### src/rtl/booth_pkg.sv
// rtl/booth_pkg.sv - shared types, widths and saturation limits for the Booth dot-product datapath
// Contents: PROD_W (multiplier product width), state_t (ACC/DONE),
//           sat_max/sat_min (signed range limits for a given width).
package booth_pkg;

   localparam int PROD_W = 8;

   typedef enum logic {
      ACC  = 1'b0,
      DONE = 1'b1
   } state_t;

   // Largest positive value representable in a w-bit two's complement word.
   function automatic logic signed [63:0] sat_max(input int w);
      return (64'sd1 <<< (w - 1)) - 64'sd1;
   endfunction

   // Most negative value representable in a w-bit two's complement word.
   function automatic logic signed [63:0] sat_min(input int w);
      return -(64'sd1 <<< (w - 1));
   endfunction

endpackage

### src/rtl/booth_acc_add.sv
// rtl/booth_acc_add.sv - combinational ACC_W signed adder of accumulator plus product, with overflow flag
// Ports: a   - current accumulator (ACC_W, signed)
//        b   - product from the multiplier (PROD_W, signed, sign-extended here)
//        sum - next accumulator value (wraps, or clamps when BOOTH_ACC_SAT_EN is defined)
//        ovf - the addition left the signed ACC_W range
// Build option: BOOTH_ACC_SAT_EN selects saturating instead of wrapping results.
module booth_acc_add
   import booth_pkg::*;
#(
   parameter int ACC_W = 12
) (
   input  logic signed [ACC_W-1:0]  a,
   input  logic signed [PROD_W-1:0] b,
   output logic signed [ACC_W-1:0]  sum,
   output logic                     ovf
);

   logic signed [ACC_W-1:0] b_ext;
   logic signed [ACC_W-1:0] sum_raw;

   // Size cast of a signed operand sign-extends.
   assign b_ext   = ACC_W'(b);
   assign sum_raw = a + b_ext;

   // Same-sign operands producing a different-sign result is the only overflow case.
   assign ovf = (a[ACC_W-1] == b_ext[ACC_W-1]) && (sum_raw[ACC_W-1] != a[ACC_W-1]);

`ifdef BOOTH_ACC_SAT_EN
   localparam logic signed [ACC_W-1:0] MAX_V = ACC_W'(sat_max(ACC_W));
   localparam logic signed [ACC_W-1:0] MIN_V = ACC_W'(sat_min(ACC_W));

   // On overflow both operands share a's sign, which gives the clamp direction.
   assign sum = ovf ? (a[ACC_W-1] ? MIN_V : MAX_V) : sum_raw;
`else
   assign sum = sum_raw;
`endif

endmodule

### src/rtl/booth_accum.sv
// rtl/booth_accum.sv - frame accumulator behind the Booth multiplier: sums N_TERMS products per frame
// Ports: clk, rst (async, active-high), clr (sync frame abort)
//        in_valid/in_ready/product  - product stream from the multiplier
//        out_valid/out_ready        - frame result handshake
//        out_sum (ACC_W signed), out_ovf (sticky per-frame overflow)
// Build option: BOOTH_ACC_SAT_EN makes the accumulator saturate instead of wrap.
module booth_accum
   import booth_pkg::*;
#(
   parameter int N_TERMS = 4,
   parameter int ACC_W   = 12
) (
   input  logic                     clk,
   input  logic                     rst,
   input  logic                     clr,
   input  logic                     in_valid,
   output logic                     in_ready,
   input  logic signed [PROD_W-1:0] product,
   output logic                     out_valid,
   input  logic                     out_ready,
   output logic signed [ACC_W-1:0]  out_sum,
   output logic                     out_ovf
);

   localparam int CNT_W = $clog2(N_TERMS + 1);

   state_t                  state;
   logic signed [ACC_W-1:0] acc;
   logic [CNT_W-1:0]        cnt;
   logic signed [ACC_W-1:0] add_sum;
   logic                    add_ovf;
   logic                    last_term;

   booth_acc_add #(
      .ACC_W (ACC_W)
   ) u_add (
      .a   (acc),
      .b   (product),
      .sum (add_sum),
      .ovf (add_ovf)
   );

   // in_ready is forced low during reset so no product is taken while state is clearing.
   assign in_ready  = (state == ACC) && !rst;
   assign out_valid = (state == DONE);
   assign last_term = (cnt == CNT_W'(N_TERMS - 1));

   always_ff @(posedge clk or posedge rst) begin
      if (rst) begin
         state   <= ACC;
         acc     <= '0;
         cnt     <= '0;
         out_sum <= '0;
         out_ovf <= 1'b0;
      end else if (clr) begin
         // Abort wins over accept and over the output handshake; out_sum is kept.
         state   <= ACC;
         acc     <= '0;
         cnt     <= '0;
         out_ovf <= 1'b0;
      end else begin
         case (state)
            ACC: begin
               if (in_valid) begin
                  acc     <= add_sum;
                  cnt     <= cnt + CNT_W'(1);
                  out_ovf <= out_ovf | add_ovf;
                  if (last_term) begin
                     state   <= DONE;
                     out_sum <= add_sum;
                  end
               end
            end
            DONE: begin
               if (out_ready) begin
                  state   <= ACC;
                  acc     <= '0;
                  cnt     <= '0;
                  out_ovf <= 1'b0;
               end
            end
         endcase
      end
   end

endmodule

### config.mk
export PLATFORM = sky130hd
export DESIGN_NAME = booth_accum
export DESIGN_NICKNAME = d
export VERILOG_FILES = /design/src/rtl/booth_pkg.sv /design/src/rtl/booth_acc_add.sv /design/src/rtl/booth_accum.sv
export SDC_FILE = /design/constraint.sdc
export NUM_CORES = 1
export LEC_CHECK = 0
export CAP_MARGIN = 5
export CORE_MARGIN = 2
export CORE_UTILIZATION = 30
export DETAILED_ROUTE_END_ITERATION = 10
export PLACE_DENSITY = 0.55
export SYNTH_ARGS = -nofsm -noshare
export SYNTH_HDL_FRONTEND = slang
export SYNTH_SLANG_ARGS = --single-unit
### constraint.sdc
create_clock -name clk -period 1.8 [get_ports clk]
set_input_delay 0.36 -clock clk [delete_from_list [all_inputs] [get_ports clk]]
set_output_delay 0.36 -clock clk [all_outputs]
set_load 0.1 [all_outputs]
==> metrics.md <==
| Metric | Value |
|---|---|
| Status | `finished with violations` |
| Failing checks | `setup timing` |
| Final setup margin | `-0.127 ns` |
| CTS Sinks | `29` |
| Worst clock skew | `0.00641 ns` |
| Yosys top cell by area | `dfrtp_1` |
| Dominant cells by area after synthesis | `dfrtp_1 42%, ha_1 9.5%, o21ai_0 6.1%` |
| Critical R2R Launch | `acc[0]` |
| CTS buffer count | `5` |
| WP data required | `2.03 ns` |
| DRC Markers | `0` |
| Fillers | `490` |
| DP Area | `0.00252 mm^2` |
| Post-synth EDFFs | `0` |
| Rel. slew slack | `0.750` |
| Total number of vias | `1539` |
| Crit Path Max Fanout | `4` |
| Hold_buf cts | `0` |
| Critical path launch point type | `register` |
| Post-synthesis area per instance | `9.68 um^2` |
| GP Congestion | `0.755` |
| Most common cell in the netlist | `dfrtp_1` |
| DR pass1 iterations | `4` |
| Max-cap violation count | `0` |
| Sequential Area | `729 um^2` |
| Final WL | `4.32 mm` |
| Post-Place Cells | `310` |
| Mapped Area | `0.00171 mm^2` |
| Final Setup Violations | `8` |
| Setup Total Neg Slack | `-0.548 ns` |
| CP Capture Type | `register` |
| Clock-pin slew on the worst setup and hold paths | `0.07 ns` |
| Die span in x | `79.6 um` |
| Final Core Density | `0.515` |
| Yosys top cell area share | `0.424` |
| Initial DRC count | `66` |
| Setup crit start | `acc[0]` |
| Routed Antenna Nets | `0` |
| Synthesis-stage register bit count | `29` |
| P_leak | `1.28 nW` |
| Non-Filler Instances | `324` |
| Global route total overflow | `0` |
| Clk Latency, worst-skew pair | `0.29 ns` |
| Top post-synthesis cells by count | `29 x dfrtp_1, 24 x nand2_1, 21 x o21ai_0` |
| Pwr Total | `2.99 mW` |
| Row cnt | `27` |
| Die span in y | `79.6 um` |
| Global-route wire length before repair | `7.41 mm` |
| Synth cell types | `43` |
| Worst-Margin Slew | `0.371 ns` |
| F_max | `519 MHz` |
| Share of layout cells above drive strength 1 | `0.429` |
| WS Path Type | `reg2reg` |
| I/O pins | `28` |
| Sequential area share after synthesis | `0.424` |
| # port buffers | `27` |
| Layout area overhead | `65.5%` |
| Final instance area | `0.00284 mm^2` |
| Starting Density | `0.311` |
| Worst Path Arrival | `2.16 ns` |
| Nets | `278` |
| CTS tree | `built` |
| Avg WL per Cell | `13.3 um` |
| Worst hold-check path type | `in2async` |
| Synthesized Nets | `204` |
| Synth Warn # | `0` |
| R2R Setup Slk | `-0.13 ns` |
| Root Driver | `clkbuf_8` |
| Pwr dens | `1050 mW/mm^2` |
| Area taken by multi-input logic gates | `0.00114 mm^2` |
| CTS H-tree lvls | `2` |
| Final Slew Violations | `0` |
| CTS max path bufs | `2` |
| Antenna Diode Count | `0` |
| Post-synth ARST share | `1.00` |
| Antenna violations before repair | `0` |
| Core Box Area | `0.00551 mm^2` |
| Fin crit share | `1.07` |
| Vias in the first global route | `1638` |
| RSZ-0062 raised after global routing | `true` |
| Largest net degree at the start of global routing | `30` |
| Final min period | `1.93 ns` |
| Max VDD drop | `0.000451 V` |
| Cells after synthesis | `177` |
| Estimated wirelength of the detail-placed design | `3.26 mm` |
| Setup WS pre-CTS | `-0.649 ns` |
| Final hold vios | `0` |
| Die area | `0.00633 mm^2` |
| Hold slack | `0.483 ns` |
| Total GRT Usage | `0.151` |
| Most used DFF post-synth | `dfrtp_1` |
| Routed vias/inst | `4.75` |
==> power breakdown <==
part           leakage (nW)  internal [mW]  switching [mW]
clock                0.0439          0.266           0.258
combinational         0.847          0.693           0.899
sequential            0.387          0.759           0.115
total                  1.28           1.72            1.27
==> registers in the layout, summed over array words and instances, names as in the netlist <==
signal	cells
out_sum	12
cnt	3
acc	12
out_ovf	1
out_valid	1
==> cell type report <==
class,instances,area share
multi-input cells,135,0.401
clock inverters,3,0.00618
flip-flops and latches,29,0.257
clock buffers,5,0.0243
well taps,72,0.0318
inverters,7,0.00927
repair buffers,73,0.271
==> cell families after synthesis <==
family                   count (synthesis)  share of synthesized area
flip-flops                              29                      0.424
XOR/XNOR                                 6                     0.0307
AND/OR/NAND/NOR                         52                      0.144
buffers and inverters                   13                     0.0321
multiplexers                             6                     0.0380
adder cells (fa/ha/maj)                 14                      0.107
AO/OA/AOI/OAI                           57                      0.225
==> placed cells by master, fill, tap and decap left out, drive strengths merged, types with 3 or more instances in the layout <==
| master | count |
|---|---|
| nand3 | 3 |
| o21ai | 23 |
| a21oi | 7 |
| a21o | 4 |
| xor2 | 5 |
| o31ai | 3 |
| mux2 | 4 |
| buf | 62 |
| clkdlybuf4s50 | 4 |
| nor3 | 4 |
| dlygate4sd2 | 5 |
| inv | 7 |
| a211oi | 3 |
| nand2 | 24 |
| ha | 13 |
| a22o | 4 |
| nor2 | 8 |
| nor2b | 4 |
| clkbuf | 5 |
| dfrtp | 29 |
==> routing by layer <==
layer	vias up	GRT usage	part of all wire	wire length (um)
li1	781	-	-	-
met1	726	0.186	0.46	1990
met2	25	0.245	0.48	2090
met3	7	0.0362	0.034	145
met4	0	0.0793	0.022	95
met5	-	0	0	0
==> worst paths after layout <==
kind                              end  cells after the start
setup / recovery           out_sum[8]                      9
max in group asynchronous   out_valid                      3
min in group clk               cnt[2]                      2
setup reg to reg           out_sum[8]                      9
hold reg to reg                cnt[2]                      2
hold / removal                 cnt[2]                      3
==> worst max-delay path, stage by stage, from the launching register on <==
cell and delay (ns):
dfrtp_1 0.40, ha_4 0.17, inv_2 0.05, fa_2 0.19, nor2b_1 0.04, o21a_1 0.18, o21ai_2 0.20, a21oi_2 0.11
or4_1 0.43, nand3_2 0.08
==> timing repair <==
action                     4_1_cts  5_1_grt
resized for setup               26       17
setup buffers                    1        5
pin swaps                       17       14
setup endpoints to repair       17       14
Power figures use the tool's default switching activity.
==> variant (config.mk and constraints unchanged) <==
The parameter `N_TERMS` goes from 4 to 8.
--- a/src/rtl/booth_accum.sv
+++ b/src/rtl/booth_accum.sv
@@ -9,3 +9,3 @@
 #(
-   parameter int N_TERMS = 4,
+   parameter int N_TERMS = 8,
    parameter int ACC_W   = 12
Check against the original RTL: not equivalent (Yosys sat finds a counterexample within 10 cycles, from zero or initial values and one cycle with rst high).
==> variant against the original RTL <==
The run still ends with setup timing left. Fmax fell by 7.6%. Power down 24%. Sequential cell count is 1 higher. Critical path depth rose by 2. Wire length rose by 8.9%. Setup slack worse by 0.16 ns. Clock power down 2%. Design area rose by 4.3%. Area after synthesis is 3.1% higher. Sequential share of layout area down 0.21 points. Worst hold slack improved by 0.00087 ns. Critical endpoint is now out_sum[6].
==> variant: results (changes against the original RTL) <==
- The total negative slack for setup checks is -3.03 ns (-2.48 ns).
- The all-layer global routing usage is 16.1% (+0.93 points).
- The data arrival time of the worst path is 2.25 ns (+0.09 ns).
- The number of placed instances, taps included is 328 (+5.8%).
- The cell depth of the worst flop-to-flop path is 11 (+2).
- The final worst setup slack is -0.286 ns (-0.159 ns).
- The largest individual stage delay along the critical path comes from the cell sky130_fd_sc_hd__dfrtp_1.
- The internal power summed over all cells is 0.00151 W (-12%).
- The final hold slack is 0.484 ns (+0.000870 ns).
- The area of placed instances is 2640 µm² (+4.9%).
- The top fanout value on the critical path came to 2 (-2).
- The worst IR drop on VDD is 0.000301 V (-33%).
- The worst setup slack after placement is -0.756 ns (-0.107 ns).
- The sequential cell power came to 0.000805 W (-7.9%).
- Broken down by cell family, the worst path's largest delay share belongs to compound AO/OA/AOI/OAI gates.
- The largest registers in the layout are acc (12), out_sum (12), cnt (4).
- The post-detailed-route wirelength per cell is 13.7 µm (+2.8%).
- The power in the clock group is 0.000513 W (-2%).
- The final-report setup violation count is 15 (+7).
- The pin count of the biggest net entering global routing came to 31 (+3.3%).
- The flow ran to the end, but the final reports show violations.
- The number of cells in the finished layout apart from fillers is 343 (+5.9%).
- The final instance area is 2960 µm² (+4.3%).
- The leakage component of the power was 1.39 nW (+9.0%).
- The sequential area share after synthesis is 42.5% (+0.16 points).
- The clock skew after layout is 0.00893 ns (+0.00251 ns).
- The count of instances resized after the clock tree is built is 37 (+42%).
- The worst max-slew margin expressed relative to the limit is 74.0% (-1.0 points).
- The largest stage delay on the critical path was 0.41 ns (-0.02 ns).
- The checks that failed: setup timing.
- The post-synthesis xor/xnor area fraction is 4.46% (+1.4 points).
- The multiplexer area fraction after synthesis was 2.48% (-1.3 points).
- The wire length of the first global-routing pass is 7960 µm (+7.4%).
[variant: changes by cell type after synthesis, moves of 3 or more]
cell | unedited run | this run
sky130_fd_sc_hd__nand2_1 | 24 | 32
sky130_fd_sc_hd__nor2_1 | 8 | 14
sky130_fd_sc_hd__o21ai_0 | 21 | 15
sky130_fd_sc_hd__a21oi_1 | 5 | 10
sky130_fd_sc_hd__xnor2_1 | 1 | 6
sky130_fd_sc_hd__a22o_1 | 4 | 8
sky130_fd_sc_hd__o31ai_1 | 3 | 0
[variant: metal layers]
metal | global-route usage, % | vias up | part of all wire [%]
li1 | - | 827 | -
met1 | 20.9 | 830 | 47
met2 | 26.5 | 33 | 48
met3 | 3.15 | 4 | 3.4
met4 | 5.93 | 0 | 1.3
met5 | 0 | - | 0
[variant: cell type report]
type                    instances  area share [%]
clock buffers                   8            2.71
inverters                       8            1.10
multi-input cells             147            40.0
flip-flops and latches         30            25.5
well taps                      72            3.05
repair buffers                 78            27.6
